<file path="src/rtl/lvds_rx_pkg.sv">
// Purpose : shared types and defaults for the LVDS rx idelay eye-training block.
// Latency : n/a (types, constants and one pure function).
// Backpr. : n/a.
package lvds_rx_pkg;

    localparam int TAP_W = 8;   // idelay code width
    localparam int WID_W = 9;   // eye width, 0..254

    localparam int TAP_MAX_DEF    = 253;
    localparam int SETTLE_CYC_DEF = 16;
    localparam int SAMPLE_CYC_DEF = 64;
    localparam int MIN_EYE_DEF    = 8;
    localparam int MON_WIN_DEF    = 1024;
    localparam int ERR_LIMIT_DEF  = 4;

    typedef enum logic [2:0] {
        ST_IDLE,
        ST_SETTLE,
        ST_SAMPLE,
        ST_EVAL,
        ST_APPLY,
        ST_APPLY_SETTLE,
        ST_LOCKED,
        ST_FAIL
    } state_t;

    // Centre of a passing window, rounded down: start + floor((len-1)/2).
    // Only called with len >= 1, and the result never exceeds the last tap.
    function automatic logic [TAP_W-1:0] eye_center(input logic [TAP_W-1:0] start,
                                                    input logic [WID_W-1:0] len);
        logic [WID_W-1:0] half;
        logic [WID_W-1:0] sum;
        half = (len - 1'b1) >> 1;
        sum  = {1'b0, start} + half;
        return sum[TAP_W-1:0];
    endfunction

endpackage

</file>
<file path="src/rtl/lvds_rx_eye_train_if.sv">
// Purpose : lane-side bus between the training controller and one 7:1 deserializer lane.
// Latency : n/a (wires only).
// Backpr. : none; the lane streams a word every cycle.
// Signals : I_diff_pdata / I_diff_ndata - P and N leg parallel words from the lane
//           O_idelay_num                - idelay code driven back to the lane
// Modports: master = training controller, slave = lane deserializer.
interface lvds_rx_eye_train_if;
    logic [6:0]                    I_diff_pdata;
    logic [6:0]                    I_diff_ndata;
    logic [lvds_rx_pkg::TAP_W-1:0] O_idelay_num;

    modport master (input I_diff_pdata, input I_diff_ndata, output O_idelay_num);
    modport slave  (output I_diff_pdata, output I_diff_ndata, input O_idelay_num);
endinterface

</file>
<file path="src/rtl/lvds_rx_eye_track.sv">
// Purpose : run-length tracker; keeps the current and the longest passing tap run.
// Latency : best_* reflect an eval pulse on the following cycle.
// Backpr. : none; one eval per tap, sampled whenever eval is high.
// Ports   : clr clears all runs, eval/ok/tap present one tap verdict,
//           best_start/best_len give the earliest longest run seen.
module lvds_rx_eye_track
    import lvds_rx_pkg::*;
(
    input  logic             I_clk_1x,
    input  logic             I_rst_n,
    input  logic             clr,
    input  logic             eval,
    input  logic             ok,
    input  logic [TAP_W-1:0] tap,
    output logic [TAP_W-1:0] best_start,
    output logic [WID_W-1:0] best_len
);

    logic [TAP_W-1:0] cur_start;
    logic [WID_W-1:0] cur_len;
    logic [TAP_W-1:0] run_start;
    logic [WID_W-1:0] run_len;

    // The run including this tap: a fresh run starts at the current tap.
    always_comb begin
        run_start = (cur_len == '0) ? tap : cur_start;
        run_len   = cur_len + 1'b1;
    end

    always_ff @(posedge I_clk_1x or negedge I_rst_n) begin
        if (!I_rst_n) begin
            cur_start  <= '0;
            cur_len    <= '0;
            best_start <= '0;
            best_len   <= '0;
        end else if (clr) begin
            cur_start  <= '0;
            cur_len    <= '0;
            best_start <= '0;
            best_len   <= '0;
        end else if (eval) begin
            if (ok) begin
                cur_start <= run_start;
                cur_len   <= run_len;
                // Strictly longer only, so an equal later run never displaces
                // the earlier one.
                if (run_len > best_len) begin
                    best_start <= run_start;
                    best_len   <= run_len;
                end
            end else begin
                cur_len <= '0;
            end
        end
    end

endmodule

</file>
<file path="src/rtl/lvds_rx_eye_train.sv">
// Purpose : idelay eye training for one LVDS 7:1 lane: sweep, centre, then monitor lock.
// Latency : one full sweep costs (TAP_MAX+1)*(SETTLE_CYC+SAMPLE_CYC+1) cycles plus apply/settle.
// Backpr. : none; lane data is consumed every cycle, I_start is dropped while O_busy is high.
// Ports   : I_clk_1x/I_rst_n clock and async active-low reset; I_start starts a scan;
//           I_auto_retrain rescans on lock loss; lane = P/N words in, idelay code out;
//           O_busy/O_lock/O_fail status; O_eye_start/O_eye_width chosen window;
//           O_retrain_cnt saturating lock-loss count.
module lvds_rx_eye_train
    import lvds_rx_pkg::*;
#(
    parameter int TAP_MAX    = TAP_MAX_DEF,
    parameter int SETTLE_CYC = SETTLE_CYC_DEF,
    parameter int SAMPLE_CYC = SAMPLE_CYC_DEF,
    parameter int MIN_EYE    = MIN_EYE_DEF,
    parameter int MON_WIN    = MON_WIN_DEF,
    parameter int ERR_LIMIT  = ERR_LIMIT_DEF
) (
    input  logic                I_clk_1x,
    input  logic                I_rst_n,
    input  logic                I_start,
    input  logic                I_auto_retrain,
    lvds_rx_eye_train_if.master lane,
    output logic                O_busy,
    output logic                O_lock,
    output logic                O_fail,
    output logic [TAP_W-1:0]    O_eye_start,
    output logic [WID_W-1:0]    O_eye_width,
    output logic [7:0]          O_retrain_cnt
);

    localparam int CNT_MAX = (SETTLE_CYC > SAMPLE_CYC) ? SETTLE_CYC : SAMPLE_CYC;
    localparam int CNT_W   = $clog2(CNT_MAX + 1);
    localparam int WIN_W   = $clog2(MON_WIN + 1);
    // Holds ERR_LIMIT+2 so the saturated count plus this cycle's error never wraps.
    localparam int ERR_W   = $clog2(ERR_LIMIT + 3);

    localparam logic [CNT_W-1:0] SETTLE_LAST = CNT_W'(SETTLE_CYC - 1);
    localparam logic [CNT_W-1:0] SAMPLE_LAST = CNT_W'(SAMPLE_CYC - 1);
    localparam logic [WIN_W-1:0] WIN_LAST    = WIN_W'(MON_WIN - 1);
    localparam logic [ERR_W-1:0] ERR_LIM     = ERR_W'(ERR_LIMIT);
    localparam logic [TAP_W-1:0] TAP_LAST    = TAP_W'(TAP_MAX);
    localparam logic [WID_W-1:0] MIN_LEN     = WID_W'(MIN_EYE);

    state_t           state;
    state_t           state_nxt;
    logic [6:0]       pdata_r;
    logic [6:0]       ndata_r;
    logic             match;
    logic [CNT_W-1:0] cnt;
    logic             tap_ok;
    logic [TAP_W-1:0] tap;
    logic [WIN_W-1:0] win_cnt;
    logic [ERR_W-1:0] err_cnt;
    logic [ERR_W-1:0] err_tot;
    logic [TAP_W-1:0] best_start;
    logic [WID_W-1:0] best_len;
    logic             start_req;
    logic             win_end;
    logic             lock_loss;
    logic             scan_go;
    logic             eye_ok;
    logic             trk_eval;

    // N leg is the inverted copy of P when the sample point sits in the eye.
    assign match = (pdata_r == ~ndata_r);

    always_comb begin
        start_req = I_start && (state == ST_IDLE || state == ST_LOCKED || state == ST_FAIL);
        win_end   = (state == ST_LOCKED) && (win_cnt == WIN_LAST);
        // Include the window's last cycle in the verdict.
        err_tot   = err_cnt + {{(ERR_W-1){1'b0}}, ~match};
        lock_loss = win_end && (err_tot > ERR_LIM);
        // A coincident start and lock loss collapse into a single rescan.
        scan_go   = start_req || (lock_loss && I_auto_retrain);
        eye_ok    = (best_len >= MIN_LEN);
    end

    lvds_rx_eye_track u_track (
        .I_clk_1x   (I_clk_1x),
        .I_rst_n    (I_rst_n),
        .clr        (scan_go),
        .eval       (trk_eval),
        .ok         (tap_ok),
        .tap        (tap),
        .best_start (best_start),
        .best_len   (best_len)
    );

    // FSM state register
    always_ff @(posedge I_clk_1x or negedge I_rst_n) begin
        if (!I_rst_n) state <= ST_IDLE;
        else          state <= state_nxt;
    end

    // FSM next state
    always_comb begin
        state_nxt = state;
        case (state)
            ST_IDLE, ST_FAIL: if (start_req) state_nxt = ST_SETTLE;
            ST_SETTLE:        if (cnt == SETTLE_LAST) state_nxt = ST_SAMPLE;
            ST_SAMPLE:        if (cnt == SAMPLE_LAST) state_nxt = ST_EVAL;
            ST_EVAL:          state_nxt = (tap < TAP_LAST) ? ST_SETTLE : ST_APPLY;
            ST_APPLY:         state_nxt = eye_ok ? ST_APPLY_SETTLE : ST_FAIL;
            ST_APPLY_SETTLE:  if (cnt == SETTLE_LAST) state_nxt = ST_LOCKED;
            ST_LOCKED: begin
                if (scan_go)        state_nxt = ST_SETTLE;
                else if (lock_loss) state_nxt = ST_IDLE;
            end
            default:          state_nxt = ST_IDLE;
        endcase
    end

    // FSM outputs: status flags are pure state decodes
    always_comb begin
        O_busy   = 1'b0;
        O_lock   = 1'b0;
        O_fail   = 1'b0;
        trk_eval = 1'b0;
        case (state)
            ST_SETTLE, ST_SAMPLE, ST_APPLY, ST_APPLY_SETTLE: O_busy = 1'b1;
            ST_EVAL: begin
                O_busy   = 1'b1;
                trk_eval = 1'b1;
            end
            ST_LOCKED: O_lock = 1'b1;
            ST_FAIL:   O_fail = 1'b1;
            default: ;
        endcase
    end

    // Datapath
    always_ff @(posedge I_clk_1x or negedge I_rst_n) begin
        if (!I_rst_n) begin
            pdata_r       <= '0;
            ndata_r       <= '0;
            cnt           <= '0;
            tap_ok        <= 1'b0;
            tap           <= '0;
            win_cnt       <= '0;
            err_cnt       <= '0;
            O_eye_start   <= '0;
            O_eye_width   <= '0;
            O_retrain_cnt <= '0;
        end else begin
            pdata_r <= lane.I_diff_pdata;
            ndata_r <= lane.I_diff_ndata;

            // Phase counter restarts on every state change.
            if (state_nxt != state)
                cnt <= '0;
            else if (state inside {ST_SETTLE, ST_SAMPLE, ST_APPLY_SETTLE})
                cnt <= cnt + 1'b1;

            if (state == ST_SETTLE)
                tap_ok <= 1'b1;
            else if (state == ST_SAMPLE && !match)
                tap_ok <= 1'b0;

            if (scan_go)
                tap <= '0;
            else if (state == ST_EVAL && tap < TAP_LAST)
                tap <= tap + 1'b1;
            else if (state == ST_APPLY)
                tap <= eye_ok ? eye_center(best_start, best_len) : '0;

            if (state == ST_APPLY) begin
                O_eye_start <= best_start;
                O_eye_width <= best_len;
            end

            // Monitor counters run only inside LOCKED and restart each window.
            if (state == ST_LOCKED && !win_end) begin
                win_cnt <= win_cnt + 1'b1;
                if (err_cnt <= ERR_LIM)
                    err_cnt <= err_tot;
            end else begin
                win_cnt <= '0;
                err_cnt <= '0;
            end

            if (lock_loss && O_retrain_cnt != 8'hFF)
                O_retrain_cnt <= O_retrain_cnt + 1'b1;
        end
    end

    assign lane.O_idelay_num = tap;

endmodule

</file>
<file path="src/flat_wrapper.sv">
// flat-port wrapper written by rule: the top's interface ports become plain ports
module lvds_rx_eye_train_flat import lvds_rx_pkg::*;
#(
    parameter int TAP_MAX    = TAP_MAX_DEF,
    parameter int SETTLE_CYC = SETTLE_CYC_DEF,
    parameter int SAMPLE_CYC = SAMPLE_CYC_DEF,
    parameter int MIN_EYE    = MIN_EYE_DEF,
    parameter int MON_WIN    = MON_WIN_DEF,
    parameter int ERR_LIMIT  = ERR_LIMIT_DEF
)
  (I_clk_1x, I_rst_n, I_start, I_auto_retrain, O_busy, O_lock, O_fail, O_eye_start, O_eye_width, O_retrain_cnt, lane_I_diff_pdata, lane_I_diff_ndata, lane_O_idelay_num);
  lvds_rx_eye_train_if lane_i ();
  input  logic I_clk_1x;
  input  logic I_rst_n;
  input  logic I_start;
  input  logic I_auto_retrain;
  output logic O_busy;
  output logic O_lock;
  output logic O_fail;
  output logic [TAP_W-1:0] O_eye_start;
  output logic [WID_W-1:0] O_eye_width;
  output logic [7:0] O_retrain_cnt;
  input wire logic [$bits(lane_i.I_diff_pdata)-1:0] lane_I_diff_pdata;
  input wire logic [$bits(lane_i.I_diff_ndata)-1:0] lane_I_diff_ndata;
  output wire logic [$bits(lane_i.O_idelay_num)-1:0] lane_O_idelay_num;
  assign lane_i.I_diff_pdata = lane_I_diff_pdata;
  assign lane_i.I_diff_ndata = lane_I_diff_ndata;
  assign lane_O_idelay_num = lane_i.O_idelay_num;
  lvds_rx_eye_train #(.TAP_MAX(TAP_MAX), .SETTLE_CYC(SETTLE_CYC), .SAMPLE_CYC(SAMPLE_CYC), .MIN_EYE(MIN_EYE), .MON_WIN(MON_WIN), .ERR_LIMIT(ERR_LIMIT)) u_core (.I_clk_1x(I_clk_1x), .I_rst_n(I_rst_n), .I_start(I_start), .I_auto_retrain(I_auto_retrain), .lane(lane_i), .O_busy(O_busy), .O_lock(O_lock), .O_fail(O_fail), .O_eye_start(O_eye_start), .O_eye_width(O_eye_width), .O_retrain_cnt(O_retrain_cnt));
endmodule
</file>
<file path="config.mk">
export PLATFORM = sky130hd
export DESIGN_NAME = lvds_rx_eye_train_flat
export DESIGN_NICKNAME = d
export VERILOG_FILES = /design/src/rtl/lvds_rx_pkg.sv /design/src/rtl/lvds_rx_eye_train_if.sv /design/src/rtl/lvds_rx_eye_track.sv /design/src/rtl/lvds_rx_eye_train.sv /design/src/flat_wrapper.sv
export SDC_FILE = /design/constraint.sdc
export NUM_CORES = 1
export LEC_CHECK = 0
export BUFFER_PORTS_ARGS = -buffer_cell sky130_fd_sc_hd__buf_2
export CAP_MARGIN = 20
export CORE_ASPECT_RATIO = 1.2
export CORE_MARGIN = 2
export CORE_UTILIZATION = 58
export CTS_CLUSTER_DIAMETER = 150
export DETAILED_ROUTE_END_ITERATION = 7
export HOLD_SLACK_MARGIN = 0.02
export PLACE_DENSITY = 0.78
export SLEW_MARGIN = 20
export SYNTH_ARGS = -nofsm -noshare
export SYNTH_HDL_FRONTEND = slang
export SYNTH_HIERARCHICAL = 1
export SYNTH_SLANG_ARGS = --single-unit
</file>
<file path="constraint.sdc">
create_clock -name I_clk_1x -period 8.5 [get_ports I_clk_1x]
set_input_delay 0.85 -clock I_clk_1x [delete_from_list [all_inputs] [get_ports I_clk_1x]]
set_output_delay 0.85 -clock I_clk_1x [all_outputs]
set_load 0.05 [all_outputs]
</file>
==> results.cfg, run 1 <==
[outcome]
status = finished clean

[die]
io_pins = 54
die_w_um = 95.6
chipHeight_um = 114
core_area_um2 = 9910
dieArea_um2 = 10900
rows = 40
start_util_pct = 58.9

[timing]
hold_slack_ns = 0.490
tns_ns = 0
rsz0062_at_grt = no
period_share_pct = 45.2
slew_violations = 0
finalClockSkew_ns = 0.00702
max_freq_mhz = 260
finalHoldViolCount = 0
finalSetupViolations = 0
period_needed_ns = 3.84
maxSlewHeadroom_pct = 26.8
worstMarginPinSlew_ns = 1.09

[hold_path]
worst_hold_path_type = flip-flop to flip-flop

[cts]
htreeDepth = 3
path_clk_slew_ns = 0.07
cts_sinks = 106
clock_latency_ns = 0.34
cts_buffers = 9
clock_tree.root_cell = clkbuf_16
cts_tree = yes
cts_resized = 0
clk_path_buf_depth = 2
cts_setup_buffers = 0
hold_buffers = 0

[synthesis]
synthCells = 574
ys.flop_type = dfrtp_1
synthMuxAreaShare_pct = 6.94
synth_cell_types = 67
ys.warnings.count = 6
ys_async_sr_fraction_pct = 100
yosys.area_share.simple_pct = 19.0
synth_fa_ha_area_share_pct = 6.13
synth_edf_count = 0
synth_compound_area_share_pct = 12.4
syn_nets = 620
synth_area_um2 = 5840
syn_area_per_cell_um2 = 10.2
synth_top_family_by_area = simple AND/OR/NAND/NOR gates
yosysSeqAreaShare_pct = 45.4
synth_xor_xnor_area_share_pct = 6.60
ys_ff_latch = 106

[final_layout]
nFillCells = 788
final_util_pct = 65.4
seq_area_um2 = 2650
final_nets = 667
diodes = 0
multiInputGateArea_um2 = 2990
drive_gt1_share_pct = 18.9
final_area_um2 = 6480
areaGrowthSynthToFinish_pct = 11.0

[critical_path]
crit_path_max_incr_delay_ns = 0.93
worstPathArrival_ns = 4.07
crit_required_ns = 8.73
crit_type = flip-flop to flip-flop
path_max_fanout = 10
critical-path-slowest-cell = a311oi_2
start_kind = flip-flop
critPathCaptureType = flip-flop
cp_common_cell = ha_1
cp_cell_sequence = ha_1, nand3_1, o31a_1, or2_2, ha_1, and3_1, a221oi_1, a311oi_2, mux2_2

[power_and_ir_drop]
intPower_uw = 1090
power_frac_seq_pct = 38.7
p_per_area_nw_per_um2 = 280
p_leak_uw = 0.00305
ir_drop_uv = 140
netSwitchingFraction_pct = 39.8
p_switching_uw = 723
comb_power_share_pct = 38.4
clkPwrFrac_pct = 22.9

[placement]
hpwl_um = 9140
placed_cell_area_um2 = 6190
place.gp.congestion = 1.02
port_buffers = 53

[drt]
antenna_left = 0
first_pass_iters = 5
wl_per_cell_um = 17.2
vias = 4494
drtIter0Drc = 354
wirelength_um = 12900
vias_per_cell = 5.99
drc = 0

[flow_run]
max-cap-violations = 0

[grt]
antenna_found_initial = 0
grt_pass1_wl_um = 21600
grt_overflow = 0
track_usage_pct = 25.6
first_global_vias = 4447
grt_start_max_net_pins = 56
## layout make-up
type                       instances  share of cell area [%]
timing repair buffer              56                    4.48
tap                              126                    2.43
multi-input combinational        420                    46.1
clock inverter                     3                   0.733
inverter                          28                    1.62
clock buffer                      11                    3.74
sequential                       106                    40.9
## layer usage
| layer | share of wire (%) | wire length (um) | global-route usage [%] | vias to the layer above |
|---|---|---|---|---|
| li1 | - | - | - | 2138 |
| met1 | 43 | 5590 | 34.6 | 2214 |
| met2 | 50 | 6450 | 41.4 | 116 |
| met3 | 4.3 | 553 | 4.43 | 26 |
| met4 | 2.3 | 292 | 9.43 | 0 |
| met5 | 0 | 0 | 0 | - |
## cell families after synthesis
group / after synthesis
and+or+nand+nor: 207
DFF: 106
AOI/OAI and AO/OA: 104
buffers and inverters: 48
xor gates and xnor gates: 44
muxes: 37
adders and majority gates: 28
## worst max-delay path: cells and delay by family (launching register included)
kind | cells | cell delay [ns]
compound gates | 3 | 1.45
fa+ha+maj | 2 | 0.63
flops | 1 | 0.49
mux | 1 | 0.42
simple gates | 3 | 0.75
## cell usage after synthesis, types with 3 or more instances
cell,n,share of area (%)
nor3_1,10,0.86
o21ai_2,7,1.1
or4_1,4,0.51
a22oi_1,3,0.39
and3_1,6,0.64
a31oi_1,5,0.54
mux2i_1,9,1.5
nor4_1,6,0.64
buf_2,5,0.43
a211oi_1,3,0.39
inv_1,28,1.8
o221ai_1,6,0.90
nand2b_1,6,0.64
a21oi_1,23,2.0
or3_1,3,0.32
nor2_1,53,3.4
dfrtp_1,106,45
mux2_2,26,5.0
nor2b_1,14,1.5
a21o_1,5,0.64
o31ai_1,4,0.51
or2_2,3,0.32
nand4_1,10,1.1
a311oi_1,8,1.2
xor2_1,23,3.5
a21boi_0,3,0.39
xnor2_1,21,3.2
nand3_1,24,2.1
ha_1,27,5.8
clkbuf_1,10,0.64
o21ai_0,23,2.0
nand2_1,46,3.0
## state kept, by name, indices dropped and copies added, names as in the netlist
signal	cells
u_core/u_track/best_len	9
u_core/err_cnt	3
u_core/win_cnt	11
u_core/pdata_r	7
u_core/O_retrain_cnt	8
u_core/u_track/best_start	8
u_core/cnt	7
u_core/O_eye_start	8
u_core/ndata_r	7
u_core/u_track/cur_start	8
u_core/state	3
u_core/tap_ok	1
u_core/u_track/cur_len	9
u_core/O_eye_width	9
u_core/lane.O_idelay_num	8
## power by group through the flow
stage | sequential [uW] | combinational [uW] | clock (uW)
after detailed placement | 711 | 687 | 0
after floorplan | 778 | 445 | 0
after global routing | 720 | 765 | 447
final | 703 | 696 | 415
after CTS | 702 | 692 | 425
after global placement | 706 | 670 | 0
## path summary, 6_finish.rpt
check,endpoint,cells after the start,slack (ns),startpoint
max in group asynchronous,u_core/u_track/cur_len[3],2,6.82,I_rst_n
worst max register to register,u_core/u_track/best_start[6],9,4.66,u_core/u_track/cur_len[0]
worst min register to register,u_core/win_cnt[0],1,0.49,u_core/win_cnt[0]
worst min-delay path,u_core/win_cnt[0],1,0.49,u_core/win_cnt[0]
worst max-delay path,u_core/u_track/best_start[6],9,4.66,u_core/u_track/cur_len[0]
min in group asynchronous,u_core/lane.O_idelay_num[1],1,0.54,I_rst_n
## metrics by stage
stage | setup slack, ns | std cells | total power, uW
floorplan | 5.40 | 574 | 1220
global placement | 4.93 | 736 | 1380
detailed placement | 4.72 | 736 | 1400
CTS | 4.70 | 750 | 1820
global route | 4.42 | 750 | 1930
finish | 4.66 | 750 | 1810
## placed cells by master, fill, tap and decap left out, types with 7 or more instances in the layout
cell and n:
nand3_1 24, nand2_1 46, ha_1 27, nor3_1 10, mux2_2 26, nand4_1 10, dfrtp_1 106, mux2i_1 9
o21ai_0 23, inv_1 28, clkbuf_16 9, xnor2_1 21, buf_2 52, a311oi_1 7, xor2_1 23, nor2b_1 14
o21ai_2 7, a21oi_1 23, nor2_1 53
Power figures use the tool's default switching activity.
==> run 2, diff against run 1 <==
clock period = 4 ns   (was 8.5 ns; I/O delays follow)
==> run 2 against run 1 <==
- first-iteration DRC count up 3.4%
- routed wire length is 0.41% lower
- sequential power rose by 110%
- combinational power increased by 120%
- worst hold slack worse by 0.39 ns
- total power rose by 120%
- clock skew is 0.0014 ns higher
- via count is 2.0% higher
- sequential share of layout area down 0.38 points
- worst setup slack lost 4.3 ns
- clock power rose by 120%
- critical endpoint is now u_core/u_track/best_start[0]
- largest cell class unchanged
==> results.cfg, run 2 (same netlist as run 1, synthesis figures left out) <==
[cts]
clock_tree.root_cell = clkbuf_16
clk_path_buf_depth = 2
clock_latency_ns = 0.35
cts_setup_buffers = 0
path_clk_slew_ns = 0.07
cts_tree = yes
htreeDepth = 3
cts_buffers = 9
cts_sinks = 106

[die]
dieArea_um2 = 10900
start_util_pct = 58.9
die_w_um = 95.6
chipHeight_um = 114
io_pins = 54
rows = 40
core_area_um2 = 9910

[final_layout]
drive_gt1_share_pct = 19.7
areaGrowthSynthToFinish_pct = 12.1
diodes = 0
final_nets = 671
final_cell_mix = dfrtp_1 (106), nor2_1 (53), buf_2 (52)
final_common_cell = dfrtp_1
largest_register_ffs = 11
largest-register = u_core/win_cnt

[power_and_ir_drop]
p_switching_uw = 1550
p_per_area_nw_per_um2 = 597
intPower_uw = 2350
ir_drop_uv = 394
clkPwrFrac_pct = 23.3
comb_power_share_pct = 38.5
p_leak_uw = 0.00308
netSwitchingFraction_pct = 39.8
power_frac_seq_pct = 38.2

[timing]
hold_slack_ns = 0.100
period_share_pct = 92.3
finalClockSkew_ns = 0.00840
maxSlewHeadroom_pct = 45.1
finalSetupViolations = 0
max_freq_mhz = 271
slew_violations = 0
finalHoldViolCount = 0
rsz0062_at_grt = no
period_needed_ns = 3.69
worstMarginPinSlew_ns = 0.822
tns_ns = 0

[drt]
drtIter0Drc = 366
first_pass_iters = 5
vias = 4584
drc = 0
antenna_left = 0
vias_per_cell = 6.06
wl_per_cell_um = 17.0
wirelength_um = 12800

[critical_path]
crit_required_ns = 4.23
crit_type = flip-flop to flip-flop
path_max_fanout = 9
worstPathArrival_ns = 3.93
critPathCaptureType = flip-flop
start_kind = flip-flop

[grt]
track_usage_pct = 24.9
grt_overflow = 0
first_global_vias = 4345
antenna_found_initial = 0
grt_pass1_wl_um = 21200
grt_start_max_net_pins = 86

[hold_path]
worst_hold_path_type = input port to asynchronous set/reset pin

[outcome]
status = finished clean

[flow_run]
max-cap-violations = 0

[placement]
hpwl_um = 9240
port_buffers = 53
place.gp.congestion = 0.928
## run 2: cell count changes in the layout (fill, tap and decap cells not counted), sizes merged
cell,previous run,this run
buf,56,60
clkinv,0,2
clkbuf,11,12
inv,30,29
## run 2: worst max-delay path, stage by stage (launching register included)
cell	delay, ns
dfrtp_1	0.48
ha_1	0.27
nand3_1	0.24
o31a_1	0.38
or2_2	0.30
ha_1	0.32
and3_1	0.22
a221oi_1	0.47
a311o_1	0.52
mux2_2	0.39
## run 2: final cells by class
cell class                 instances  area [um^2]
fill                             779         3370
tap                              126          158
multi-input combinational        420         3000
inverter                          28          105
timing repair buffer              60          324
sequential                       106         2650
clock inverter                     4         48.8
clock buffer                      12          256
## run 2: layer usage
layer | global-route usage [%] | up-vias | wire length (um)
met5 | 0 | - | 0
met2 | 40.8 | 147 | 6500
li1 | - | 2158 | -
met1 | 33.7 | 2263 | 5450
met3 | 4.03 | 16 | 681
met4 | 8.57 | 0 | 199
## run 2: repair_timing
action                                  CTS  global route
endpoints found under the setup margin    0             3
hold buffers                              0             0
resized for setup                         0             1
## run 2: worst paths after layout
| kind | slack [ns] | cells past startpoint | from | endpoint |
|---|---|---|---|---|
| max in group asynchronous | 3.11 | 2 | I_rst_n | u_core/pdata_r[3] |
| setup reg to reg | 0.31 | 9 | u_core/u_track/cur_len[0] | u_core/u_track/best_start[0] |
| hold / removal | 0.10 | 1 | I_rst_n | u_core/lane.O_idelay_num[2] |
| min in group I_clk_1x | 0.16 | 1 | lane_I_diff_ndata[2] | u_core/ndata_r[2] |
| hold reg to reg | 0.49 | 1 | u_core/O_retrain_cnt[7] | u_core/O_retrain_cnt[7] |
| setup / recovery | 0.31 | 9 | u_core/u_track/cur_len[0] | u_core/u_track/best_start[0] |
## run 2: power by group through the flow
| stage | Clock [uW] | Sequential (uW) | Combinational [uW] |
|---|---|---|---|
| final | 909 | 1490 | 1500 |
| after floorplan | 0 | 1650 | 947 |
| after global placement | 0 | 1490 | 1440 |
| after CTS | 924 | 1490 | 1500 |
| after global routing | 968 | 1520 | 1640 |
| after detailed placement | 0 | 1510 | 1490 |
## run 2: stage by stage
| stage | worst slack, ns | total power [uW] | area, um^2 | util [%] | std cells |
|---|---|---|---|---|---|
| after floorplan | 0.903 | 2600 | 5840 | - | 574 |
| after global placement | 0.367 | 2940 | 6220 | 62.8 | 740 |
| after detailed placement | 0.266 | 3000 | 6220 | 62.8 | 740 |
| after CTS | 0.265 | 3910 | 6530 | 65.9 | 756 |
| after global routing | 0.0108 | 4130 | 6540 | 66.0 | 756 |
| final | 0.307 | 3900 | 6540 | 66.0 | 756 |
